`config.mk`:
```
export PLATFORM = sky130hd
export DESIGN_NAME = id_regfile_sb_flat
export DESIGN_NICKNAME = d
export VERILOG_FILES = /design/src/rtl/id_pkg.sv /design/src/rtl/id_regfile_sb_if.sv /design/src/rtl/id_scoreboard.sv /design/src/rtl/id_regfile_sb.sv /design/src/flat_wrapper.sv
export SDC_FILE = /design/constraint.sdc
export NUM_CORES = 2
export LEC_CHECK = 0
export CAP_MARGIN = 30
export CORE_MARGIN = 2
export CORE_UTILIZATION = 44
export CTS_CLUSTER_DIAMETER = 40
export DETAILED_ROUTE_END_ITERATION = 6
export GPL_ROUTABILITY_DRIVEN = 0
export PLACE_DENSITY = 0.63
export REMOVE_ABC_BUFFERS = 1
export SETUP_SLACK_MARGIN = 0.4
export SYNTH_ARGS = -nofsm -noshare
export SYNTH_HDL_FRONTEND = slang
export SYNTH_SLANG_ARGS = --single-unit
```
`constraint.sdc`:
```
create_clock -name clk_i -period 5.8 [get_ports clk_i]
set_clock_uncertainty 0.1 [all_clocks]
set_input_delay 1.45 -clock clk_i [delete_from_list [all_inputs] [get_ports clk_i]]
set_output_delay 1.45 -clock clk_i [all_outputs]
set_load 0.02 [all_outputs]
```
`src/rtl/id_pkg.sv`:
```
// id_pkg: shared decode-stage constants and memory-op encodings for id_regfile_sb.
package id_pkg;
    localparam int DATA_W_DEF = 32;
    localparam int ADDR_W_DEF = 5;
    localparam int ZERO_REG   = 0;

    typedef enum logic [1:0] {
        MEM_NONE     = 2'd0,
        MEM_WORD     = 2'd1,
        MEM_HALFWORD = 2'd2,
        MEM_BYTE     = 2'd3
    } mem_e;

    function automatic logic is_load(mem_e op);
        return op != MEM_NONE;
    endfunction
endpackage

```
`src/rtl/id_regfile_sb_if.sv`:
```
// id_regfile_sb_if: operand read, WB write and issue/flush signals between ID control and the regfile.
interface id_regfile_sb_if import id_pkg::*; #(
    parameter int DATA_W = DATA_W_DEF,
    parameter int ADDR_W = ADDR_W_DEF,
    parameter int NUM_RD = 2
);
    logic [NUM_RD*ADDR_W-1:0] rd_addr_i;
    logic [NUM_RD-1:0]        rd_valid_i;
    logic [NUM_RD*DATA_W-1:0] rd_data_o;
    logic                     wr_en_i;
    logic [ADDR_W-1:0]        wr_addr_i;
    logic [DATA_W-1:0]        wr_data_i;
    logic                     issue_i;
    logic                     issue_load_i;
    logic [ADDR_W-1:0]        issue_dst_i;
    logic                     flush_i;
    logic                     stall_o;
    logic                     sb_busy_o;

    modport master (
        output rd_addr_i, rd_valid_i, wr_en_i, wr_addr_i, wr_data_i,
               issue_i, issue_load_i, issue_dst_i, flush_i,
        input  rd_data_o, stall_o, sb_busy_o
    );

    modport slave (
        input  rd_addr_i, rd_valid_i, wr_en_i, wr_addr_i, wr_data_i,
               issue_i, issue_load_i, issue_dst_i, flush_i,
        output rd_data_o, stall_o, sb_busy_o
    );
endinterface

```
`src/rtl/id_scoreboard.sv`:
```
// id_scoreboard: per-register load-pending down-counters with load-use stall and busy reduction.
module id_scoreboard import id_pkg::*; #(
    parameter int ADDR_W   = ADDR_W_DEF,
    parameter int NUM_RD   = 2,
    parameter int LOAD_LAT = 1
) (
    input  logic                     clk_i,
    input  logic                     n_rst_i,
    input  logic [NUM_RD*ADDR_W-1:0] rd_addr,
    input  logic [NUM_RD-1:0]        rd_valid,
    input  logic                     wr_en,
    input  logic [ADDR_W-1:0]        wr_addr,
    input  logic                     issue,
    input  logic                     issue_load,
    input  logic [ADDR_W-1:0]        issue_dst,
    input  logic                     flush,
    output logic                     stall,
    output logic                     busy
);
    localparam int NREGS = 2**ADDR_W;
    localparam int CNT_W = $clog2(LOAD_LAT+1);

    logic [CNT_W-1:0] cnt [NREGS];
    logic [CNT_W-1:0] nxt [NREGS];
    logic             arm;

    // stall gates issue, so a stalled load never re-arms its own entry
    assign arm = issue && !stall && !flush && issue_load && issue_dst != ADDR_W'(ZERO_REG);

    always_comb begin
        for (int i = 0; i < NREGS; i++)
            nxt[i] = flush                               ? '0 :
                     (arm && issue_dst == ADDR_W'(i))    ? CNT_W'(LOAD_LAT) :
                     (wr_en && wr_addr == ADDR_W'(i))    ? '0 :
                     (cnt[i] != '0)                      ? cnt[i] - CNT_W'(1) : '0;
    end

    always_ff @(posedge clk_i or negedge n_rst_i) begin
        if (!n_rst_i)
            for (int i = 0; i < NREGS; i++) cnt[i] <= '0;
        else
            for (int i = 0; i < NREGS; i++) cnt[i] <= nxt[i];
    end

    always_comb begin
        stall = 1'b0;
        busy  = 1'b0;
        for (int k = 0; k < NUM_RD; k++)
            stall = stall || (rd_valid[k] && rd_addr[k*ADDR_W +: ADDR_W] != ADDR_W'(ZERO_REG)
                              && cnt[rd_addr[k*ADDR_W +: ADDR_W]] != '0);
        for (int i = 0; i < NREGS; i++)
            busy = busy || cnt[i] != '0;
    end
endmodule

```
`src/rtl/id_regfile_sb.sv`:
```
// id_regfile_sb: decode-stage register file (r0 hard-wired to zero) with load-use scoreboard.
// Define REGFILE_BYPASS_EN to forward a same-cycle WB write to matching read ports.
module id_regfile_sb import id_pkg::*; #(
    parameter int DATA_W   = DATA_W_DEF,
    parameter int ADDR_W   = ADDR_W_DEF,
    parameter int NUM_RD   = 2,
    parameter int LOAD_LAT = 1
) (
    input logic            clk_i,
    input logic            n_rst_i,
    id_regfile_sb_if.slave bus
);
    localparam int NREGS = 2**ADDR_W;

    logic [DATA_W-1:0] regs [NREGS];
    logic              wr_ok;

    assign wr_ok = bus.wr_en_i && bus.wr_addr_i != ADDR_W'(ZERO_REG);

    always_ff @(posedge clk_i or negedge n_rst_i) begin
        if (!n_rst_i)
            for (int i = 0; i < NREGS; i++) regs[i] <= '0;
        else if (wr_ok)
            regs[bus.wr_addr_i] <= bus.wr_data_i;
    end

    for (genvar k = 0; k < NUM_RD; k++) begin : g_rd
        logic [ADDR_W-1:0] a;
        assign a = bus.rd_addr_i[k*ADDR_W +: ADDR_W];
`ifdef REGFILE_BYPASS_EN
        assign bus.rd_data_o[k*DATA_W +: DATA_W] = (wr_ok && a == bus.wr_addr_i) ? bus.wr_data_i : regs[a];
`else
        assign bus.rd_data_o[k*DATA_W +: DATA_W] = regs[a];
`endif
    end

    id_scoreboard #(
        .ADDR_W  (ADDR_W),
        .NUM_RD  (NUM_RD),
        .LOAD_LAT(LOAD_LAT)
    ) u_sb (
        .clk_i     (clk_i),
        .n_rst_i   (n_rst_i),
        .rd_addr   (bus.rd_addr_i),
        .rd_valid  (bus.rd_valid_i),
        .wr_en     (bus.wr_en_i),
        .wr_addr   (bus.wr_addr_i),
        .issue     (bus.issue_i),
        .issue_load(bus.issue_load_i),
        .issue_dst (bus.issue_dst_i),
        .flush     (bus.flush_i),
        .stall     (bus.stall_o),
        .busy      (bus.sb_busy_o)
    );
endmodule

```
`src/flat_wrapper.sv`:
```
// flat-port wrapper written by rule: the top's interface ports become plain ports
module id_regfile_sb_flat import id_pkg::*;
#(
    parameter int DATA_W   = DATA_W_DEF,
    parameter int ADDR_W   = ADDR_W_DEF,
    parameter int NUM_RD   = 2,
    parameter int LOAD_LAT = 1
)
  (clk_i, n_rst_i, bus_rd_addr_i, bus_rd_valid_i, bus_wr_en_i, bus_wr_addr_i, bus_wr_data_i, bus_issue_i, bus_issue_load_i, bus_issue_dst_i, bus_flush_i, bus_rd_data_o, bus_stall_o, bus_sb_busy_o);
  id_regfile_sb_if #(.DATA_W(DATA_W), .ADDR_W(ADDR_W), .NUM_RD(NUM_RD)) bus_i ();
  input logic clk_i;
  input logic n_rst_i;
  input wire logic [$bits(bus_i.rd_addr_i)-1:0] bus_rd_addr_i;
  input wire logic [$bits(bus_i.rd_valid_i)-1:0] bus_rd_valid_i;
  input wire logic [$bits(bus_i.wr_en_i)-1:0] bus_wr_en_i;
  input wire logic [$bits(bus_i.wr_addr_i)-1:0] bus_wr_addr_i;
  input wire logic [$bits(bus_i.wr_data_i)-1:0] bus_wr_data_i;
  input wire logic [$bits(bus_i.issue_i)-1:0] bus_issue_i;
  input wire logic [$bits(bus_i.issue_load_i)-1:0] bus_issue_load_i;
  input wire logic [$bits(bus_i.issue_dst_i)-1:0] bus_issue_dst_i;
  input wire logic [$bits(bus_i.flush_i)-1:0] bus_flush_i;
  output wire logic [$bits(bus_i.rd_data_o)-1:0] bus_rd_data_o;
  output wire logic [$bits(bus_i.stall_o)-1:0] bus_stall_o;
  output wire logic [$bits(bus_i.sb_busy_o)-1:0] bus_sb_busy_o;
  assign bus_i.rd_addr_i = bus_rd_addr_i;
  assign bus_i.rd_valid_i = bus_rd_valid_i;
  assign bus_i.wr_en_i = bus_wr_en_i;
  assign bus_i.wr_addr_i = bus_wr_addr_i;
  assign bus_i.wr_data_i = bus_wr_data_i;
  assign bus_i.issue_i = bus_issue_i;
  assign bus_i.issue_load_i = bus_issue_load_i;
  assign bus_i.issue_dst_i = bus_issue_dst_i;
  assign bus_i.flush_i = bus_flush_i;
  assign bus_rd_data_o = bus_i.rd_data_o;
  assign bus_stall_o = bus_i.stall_o;
  assign bus_sb_busy_o = bus_i.sb_busy_o;
  id_regfile_sb #(.DATA_W(DATA_W), .ADDR_W(ADDR_W), .NUM_RD(NUM_RD), .LOAD_LAT(LOAD_LAT)) u_core (.clk_i(clk_i), .n_rst_i(n_rst_i), .bus(bus_i));
endmodule
```
======== Word-level counts from Yosys, hierarchy flattened ========
Index checks and enable logic that the tools add are counted.
word-level totals
  register bits after elaboration ......... 1,056
  bits of input ports ..................... 60
  output and inout bits ................... 66
  logic and storage cells ................. 422
cells by class
  add/sub/neg operators ................... 32
  magnitude comparators ................... 4
  equality and inequality tests ........... 62
  multiplexer cells ....................... 143
  bitwise gates (word level) .............. 3
  reductions and logical operators ........ 114
operators with widths
  cell                                                                           count
  1024-bit bitwise mux                                                           1
  32-bit binary-select mux with 5-bit select                                     2
  32-bit demux with 5-bit select                                                 1
  5-bit == test (second input constant)                                          32
  32-bit 2-to-1 mux                                                              5
  1-bit 2-to-1 mux                                                               132
  5-bit by 4-bit == test with 1-bit output (second input constant)               16
  1-bit logical AND                                                              74
  5-bit by 3-bit == test with 1-bit output (second input constant)               8
  1-bit logical OR                                                               32
  1-bit subtractor (second input constant)                                       32
  5-bit by 2-bit == test with 1-bit output (second input constant)               4
  5-bit nonzero test                                                             4
  6-bit >= comparator (second input constant)                                    3
  5-bit inverter with 6-bit output                                               3
  1-bit binary-select mux with 5-bit select                                      2
  5-bit by 1-bit == test with 1-bit output (second input constant)               2
  5-bit logical NOT                                                              2
  6-bit by 1-bit less-than comparator with 1-bit output (second input constant)  1
  1-bit logical NOT                                                              2

======== Longest topological paths before layout ========
  depth in word-level cells ............... 31
  depth in mapped cells ................... 10
  gate-level depth less buffers ........... 6

======== Modules after synthesis ========
A second synthesis with hierarchy kept.
second synthesis, totals
  cells, all modules ...................... 4,788
  area total of the unflattened synthesis .. 58,158.3 sq um
by module, submodules not included
  module         instances  cells each  area each (sq um)  sequential area each (sq um)
  id_regfile_sb  1          4,601       55,937.4           25,624.6
  id_scoreboard  1          187         2,220.9            800.8

======== Least setup slack after synthesis ========
OpenSTA, ideal clock, no wires.
  path type ............................... input to output
  start ................................... in bus_rd_addr_i[1]
  end ..................................... out bus_rd_data_o[0]
  arrival time ............................ 3,358 ps
  required time ........................... 4,250 ps
  path slack .............................. 892 ps
  stages .................................. 6
  path buffers ............................ 3
  path through ............................ buf_2 -> clkbuf_1 -> clkbuf_1 -> mux4_2 -> mux4_2 -> mux2_2
between the ends
  longest elaborated chain between the ends .. 4
RTL lines
  element                                                 RTL line             text
  from (decl)                                             flat_wrapper.sv:13   input wire logic [$bits(bus_i.rd_addr_i)-1:0] bus_rd_addr_i;
  5-bit inverter with 6-bit output (not written as such)  id_regfile_sb.sv:33  assign bus.rd_data_o[k*DATA_W +: DATA_W] = regs[a];
  32-bit binary-select mux with 5-bit select              id_regfile_sb.sv:33
  32-bit 2-to-1 mux (not written as such) (2 in a row)    id_regfile_sb.sv:33
  to (decl)                                               flat_wrapper.sv:22   output wire logic [$bits(bus_i.rd_data_o)-1:0] bus_rd_data_o;
Every way passes these cells. The select of a mux whose other input is x is not followed.

======== Final worst setup path ========
  start ................................... in bus_rd_addr_i[5]
  end ..................................... out bus_rd_data_o[62]
Same word-level chain as after synthesis.

==> results by stage <==
Status:
- The flow ran to the end, and the final reports show no timing, DRC or antenna violations.

Logic synthesis:
- Synthesis inferred 1,056 register bits.
- Summing the areas of all compound-gate instances in the mapped netlist gives 1.716% of the synthesized area.
- Of the total synthesized cell area, the portion taken by full adders, half adders and majority gates is 0%.
- Summing the sequential cell areas from Yosys gives a little under half of the chip area.
- The area share of and/or/nand/nor cells after synthesis is under 10%.
- The cell area after technology mapping is 0.05586 mm².
- The leading register cell type out of synthesis is sky130_fd_sc_hd__dfrtp_1.
- After synthesis, the share of cell area in mux cells is about 46%.
- Yosys printed 0 warnings.
- After synthesis, the netlist uses 40 different library cells.
- Each instance of the synthesized netlist takes up on average 15.74 µm².
- The fraction of registers with async set or reset after synthesis is between 90% and 100%.
- After synthesis, the largest family of logic cells by area is multiplexers.
- In the synthesized netlist, the number of instances is around 3,500.
- Counting flops with a built-in enable in the synthesized netlist gives 0.
- The post-synthesis share of cell area spent on xor and xnor gates is 0%.

Route:
- The number of design-rule violations left by the first detailed-router iteration is 2,981.
- The per-cell routed wire length is 31.06 µm.
- The total routed wirelength is about 170,000 µm.
- After detailed routing, the number of vias per cell comes to around 6.4.
- Once detail routing completed, the nets flagged for antenna violations numbered 0.
- The DRC violation count after routing is 0.
- Across all layers, the routed design uses between 30,000 and 40,000 vias.
- The pre-antenna-repair detailed-routing pass consisted of 5 iterations.

Worst setup path:
- The highest fanout seen on the critical path is 17.
- For the worst setup path, the data arrival time is slightly below 4000 ps.
- The capturing element type of the critical path is an output port.
- The reg-to-reg setup timing slack is 3580 ps.
- The critical path start-end classification is in -> out.
- The number of cells on the worst reg-to-reg path is 7.
- The critical path launch point type is an input pin.
- The critical path starts at bus_rd_addr_i[5].
- The endpoint identified for the worst register-to-register timing path is u_core.u_sb.cnt[11].
- At the worst endpoint, the required time is 4250 ps.
- The launch instance of the worst register-to-register path is u_core.u_sb.cnt[0].

STA:
- The number of slew-limit violations in the final report came to 0.
- The worst slew margin relative to its limit is 27.41%.
- The final count of negative-setup-slack endpoints is 0.
- The part of the cycle the worst path needs is between 90% and 100%.
- For the finished layout, the period the worst path requires is roughly 5400 ps.
- The transition at the pin with the smallest max-transition slack is approximately 1100 ps.
- For this run, the top clock speed supported by timing is 184.0 MHz.
- The final hold violation count is 0.
- The worst setup margin is 365.7 ps.
- Setup repair after global routing could not meet its margin everywhere.

Placement:
- The HPWL after detailed placement is approximately 96,000 µm.
- The area of placed instances is about 0.060 mm².
- The number of cells in the design after placement is 5,079.
- Buffers placed on the I/O ports in this run total between 100 and 150.
- OpenSTA, run right after detailed placement, puts the worst setup slack at between 150 and 200 ps.

Clocking:
- The source-to-sink clock delay at the later pin of the worst-skew pair is ~770 ps.
- Counting the buffers created by CTS gives approximately 150.
- The clock drives 1,056 sinks.
- The longest clock path from root to sink contains 3 buffers.
- TritonCTS built the clock tree.
- The clock slew at the register clock pins of the worst setup and hold paths is around 50 ps.
- The H-tree depth is 4.
- The tree is rooted in a sky130_fd_sc_hd__clkbuf_16.

Floorplan:
- For this configuration, the core starts out at a cell density of approximately 44%.
- The horizontal die dimension is 360.3 µm.
- In this run the core area contains 130 standard-cell rows.
- The number of top-level pins is 126.
- The area of the core is between 0.1 and 0.15 mm².
- Measured along the y axis, the die boundary spans approximately 360 µm.
- The floorplan step defined a die boundary enclosing approximately 0.13 mm².

Cells and area:
- In the layout the commonest cells are 1,060 x sky130_fd_sc_hd__mux2_2, 1,056 x sky130_fd_sc_hd__dfrtp_1, 557 x sky130_fd_sc_hd__mux4_2, 166 x sky130_fd_sc_hd__clkbuf_16, 121 x sky130_fd_sc_hd__mux2i_1.
- The most frequent standard cell in the layout excluding fill and tap cells is sky130_fd_sc_hd__mux2_2.
- The final layout contains about 3,700 nets.
- Fill cells in the final layout number between 10,000 and 15,000.
- Once layout is complete, the cells apart from fillers number 5,377.
- The post-route cell area is 0.06564 mm².
- In the final layout, the share of cells above drive strength 1 is approximately 57%.
- The area added between synthesis and finish is 17.51%.

Pwr:
- Summed over all cells, the static leakage comes to between 20 and 30 nW.
- VDD sags by at most 0.2137 mV.
- The power density over cell area is ~360 mW/mm².

Min path:
- The path class of the lowest-slack min-delay path is reg -> reg.
- The path with the worst hold slack has its endpoint at u_core.regs[1014].
- The worst hold path was traced through 0 stages.
- The worst min-delay path startpoint is u_core.regs[1014].

Global routing:
- Entering global routing, the biggest net connects approximately 110 pins.
- The global route total overflow is 0.
- The initial antenna violation count is 4.
- The number of global-route vias before repair is 35,360.
- The wire length of the first global-routing pass is ~250,000 µm.
- In the global route stage, overall resource usage came out at between 20% and 30%.

Run:
- The total of max-cap violations is 0.
[timing repair]
| action | in CTS | in global routing |
|---|---|---|
| hold buffers | 0 | 0 |
| endpoints found under the hold margin | 0 | 0 |
| cloned | 4 | 2 |
| pin swaps | 1 | 0 |
| gates resized for setup | 53 | 16 |
| setup endpoints to repair | 61 | 22 |
| setup buffers | 3 | 0 |
[layer usage]
metal | wire length (µm) | track usage (%) | up-vias
li1 | - | - | 13990
met1 | 73910 | 37.22 | 19000
met2 | 78080 | 40.34 | 1094
met3 | 10060 | 4.759 | 286
met4 | 4898 | 7.991 | 4
met5 | 27 | 0 | -
[where the power goes]
| part | switching (mW) | internal (mW) | leakage [nW] |
|---|---|---|---|
| combinational | 1.72 | 2.84 | 12.2 |
| sequential | 0.971 | 8.74 | 13.6 |
| clock | 3.66 | 6.02 | 2.60 |
[metrics by stage]
| stage | utilization, % | power, mW | TNS (ps) | hold slack [ps] |
|---|---|---|---|---|
| floorplan | - | 12.62 | -257.8 | 265.3 |
| global route | 52.21 | 24.91 | 0 | 306.3 |
| detailed placement | 47.66 | 14.39 | 0 | 283.3 |
| global placement | 47.33 | 14.25 | 0 | 278.2 |
| CTS | 52.06 | 24.09 | 0 | 294.8 |
| finish | 52.21 | 23.95 | 0 | 294.9 |
[how the worst max path moves through the flow]
stage                              to  slack, ps  depth (start not counted)
CTS                 bus_rd_data_o[13]        350                          7
detailed placement  bus_rd_data_o[12]        150                          7
global placement    bus_rd_data_o[12]        160                          7
global route        bus_rd_data_o[62]        310                          7
finish              bus_rd_data_o[62]        370                          7
floorplan                 bus_stall_o       -260                          6
[sequential cells by signal (all words and copies together), names as in the netlist]
| signal | count |
|---|---|
| u_core.regs | 1024 |
| u_core.u_sb.cnt | 32 |
[cell families after synthesis]
family | count (synthesis)
mux | 1738
other cells | 1
compound gates | 146
flops | 1056
buf+inv | 420
simple gates | 188
[worst max-delay path: stages]
cell	delay, ps
sky130_fd_sc_hd__buf_12	210
sky130_fd_sc_hd__buf_12	210
sky130_fd_sc_hd__buf_12	130
sky130_fd_sc_hd__mux4_2	510
sky130_fd_sc_hd__mux4_2	460
sky130_fd_sc_hd__mux2_2	300
sky130_fd_sc_hd__clkdlybuf4s50_1	570
[cells in the mapped netlist, types with 8 or more instances]
master / number / area [µm²]
sky130_fd_sc_hd__mux2_2: 1060 / 11940
sky130_fd_sc_hd__dfrtp_1: 1056 / 26430
sky130_fd_sc_hd__mux4_2: 557 / 12540
sky130_fd_sc_hd__clkbuf_1: 250 / 938.4
sky130_fd_sc_hd__mux2i_1: 121 / 1211
sky130_fd_sc_hd__buf_1: 64 / 240.2
sky130_fd_sc_hd__buf_2: 63 / 315.3
sky130_fd_sc_hd__a21oi_1: 58 / 290.3
sky130_fd_sc_hd__nand2_1: 36 / 135.1
sky130_fd_sc_hd__nor2_1: 36 / 135.1
sky130_fd_sc_hd__nor3_1: 36 / 180.2
sky130_fd_sc_hd__o22ai_1: 30 / 187.7
sky130_fd_sc_hd__buf_4: 29 / 217.7
sky130_fd_sc_hd__nand3_1: 21 / 105.1
sky130_fd_sc_hd__nand4_1: 18 / 112.6
sky130_fd_sc_hd__a211oi_1: 17 / 127.6
sky130_fd_sc_hd__a221oi_1: 16 / 140.1
sky130_fd_sc_hd__o221ai_1: 16 / 140.1
sky130_fd_sc_hd__nor4_1: 10 / 62.56
sky130_fd_sc_hd__buf_6: 8 / 90.09
[area by class of cell]
cell class | instances | area, µm² | share of cell area [%]
Sequential cell | 1056 | 26430 | 40.26
Inverter | 6 | 22.52 | 0.03431
Antenna cell | 1 | 2.502 | 0.003812
Timing Repair Buffer | 306 | 3886 | 5.920
Clock buffer | 197 | 4337 | 6.607
Clock inverter | 87 | 1025 | 1.561
Tap cell | 1650 | 2064 | 3.145
Multi-Input combinational cell | 2074 | 27880 | 42.47
(Power assumes the default switching activity.)
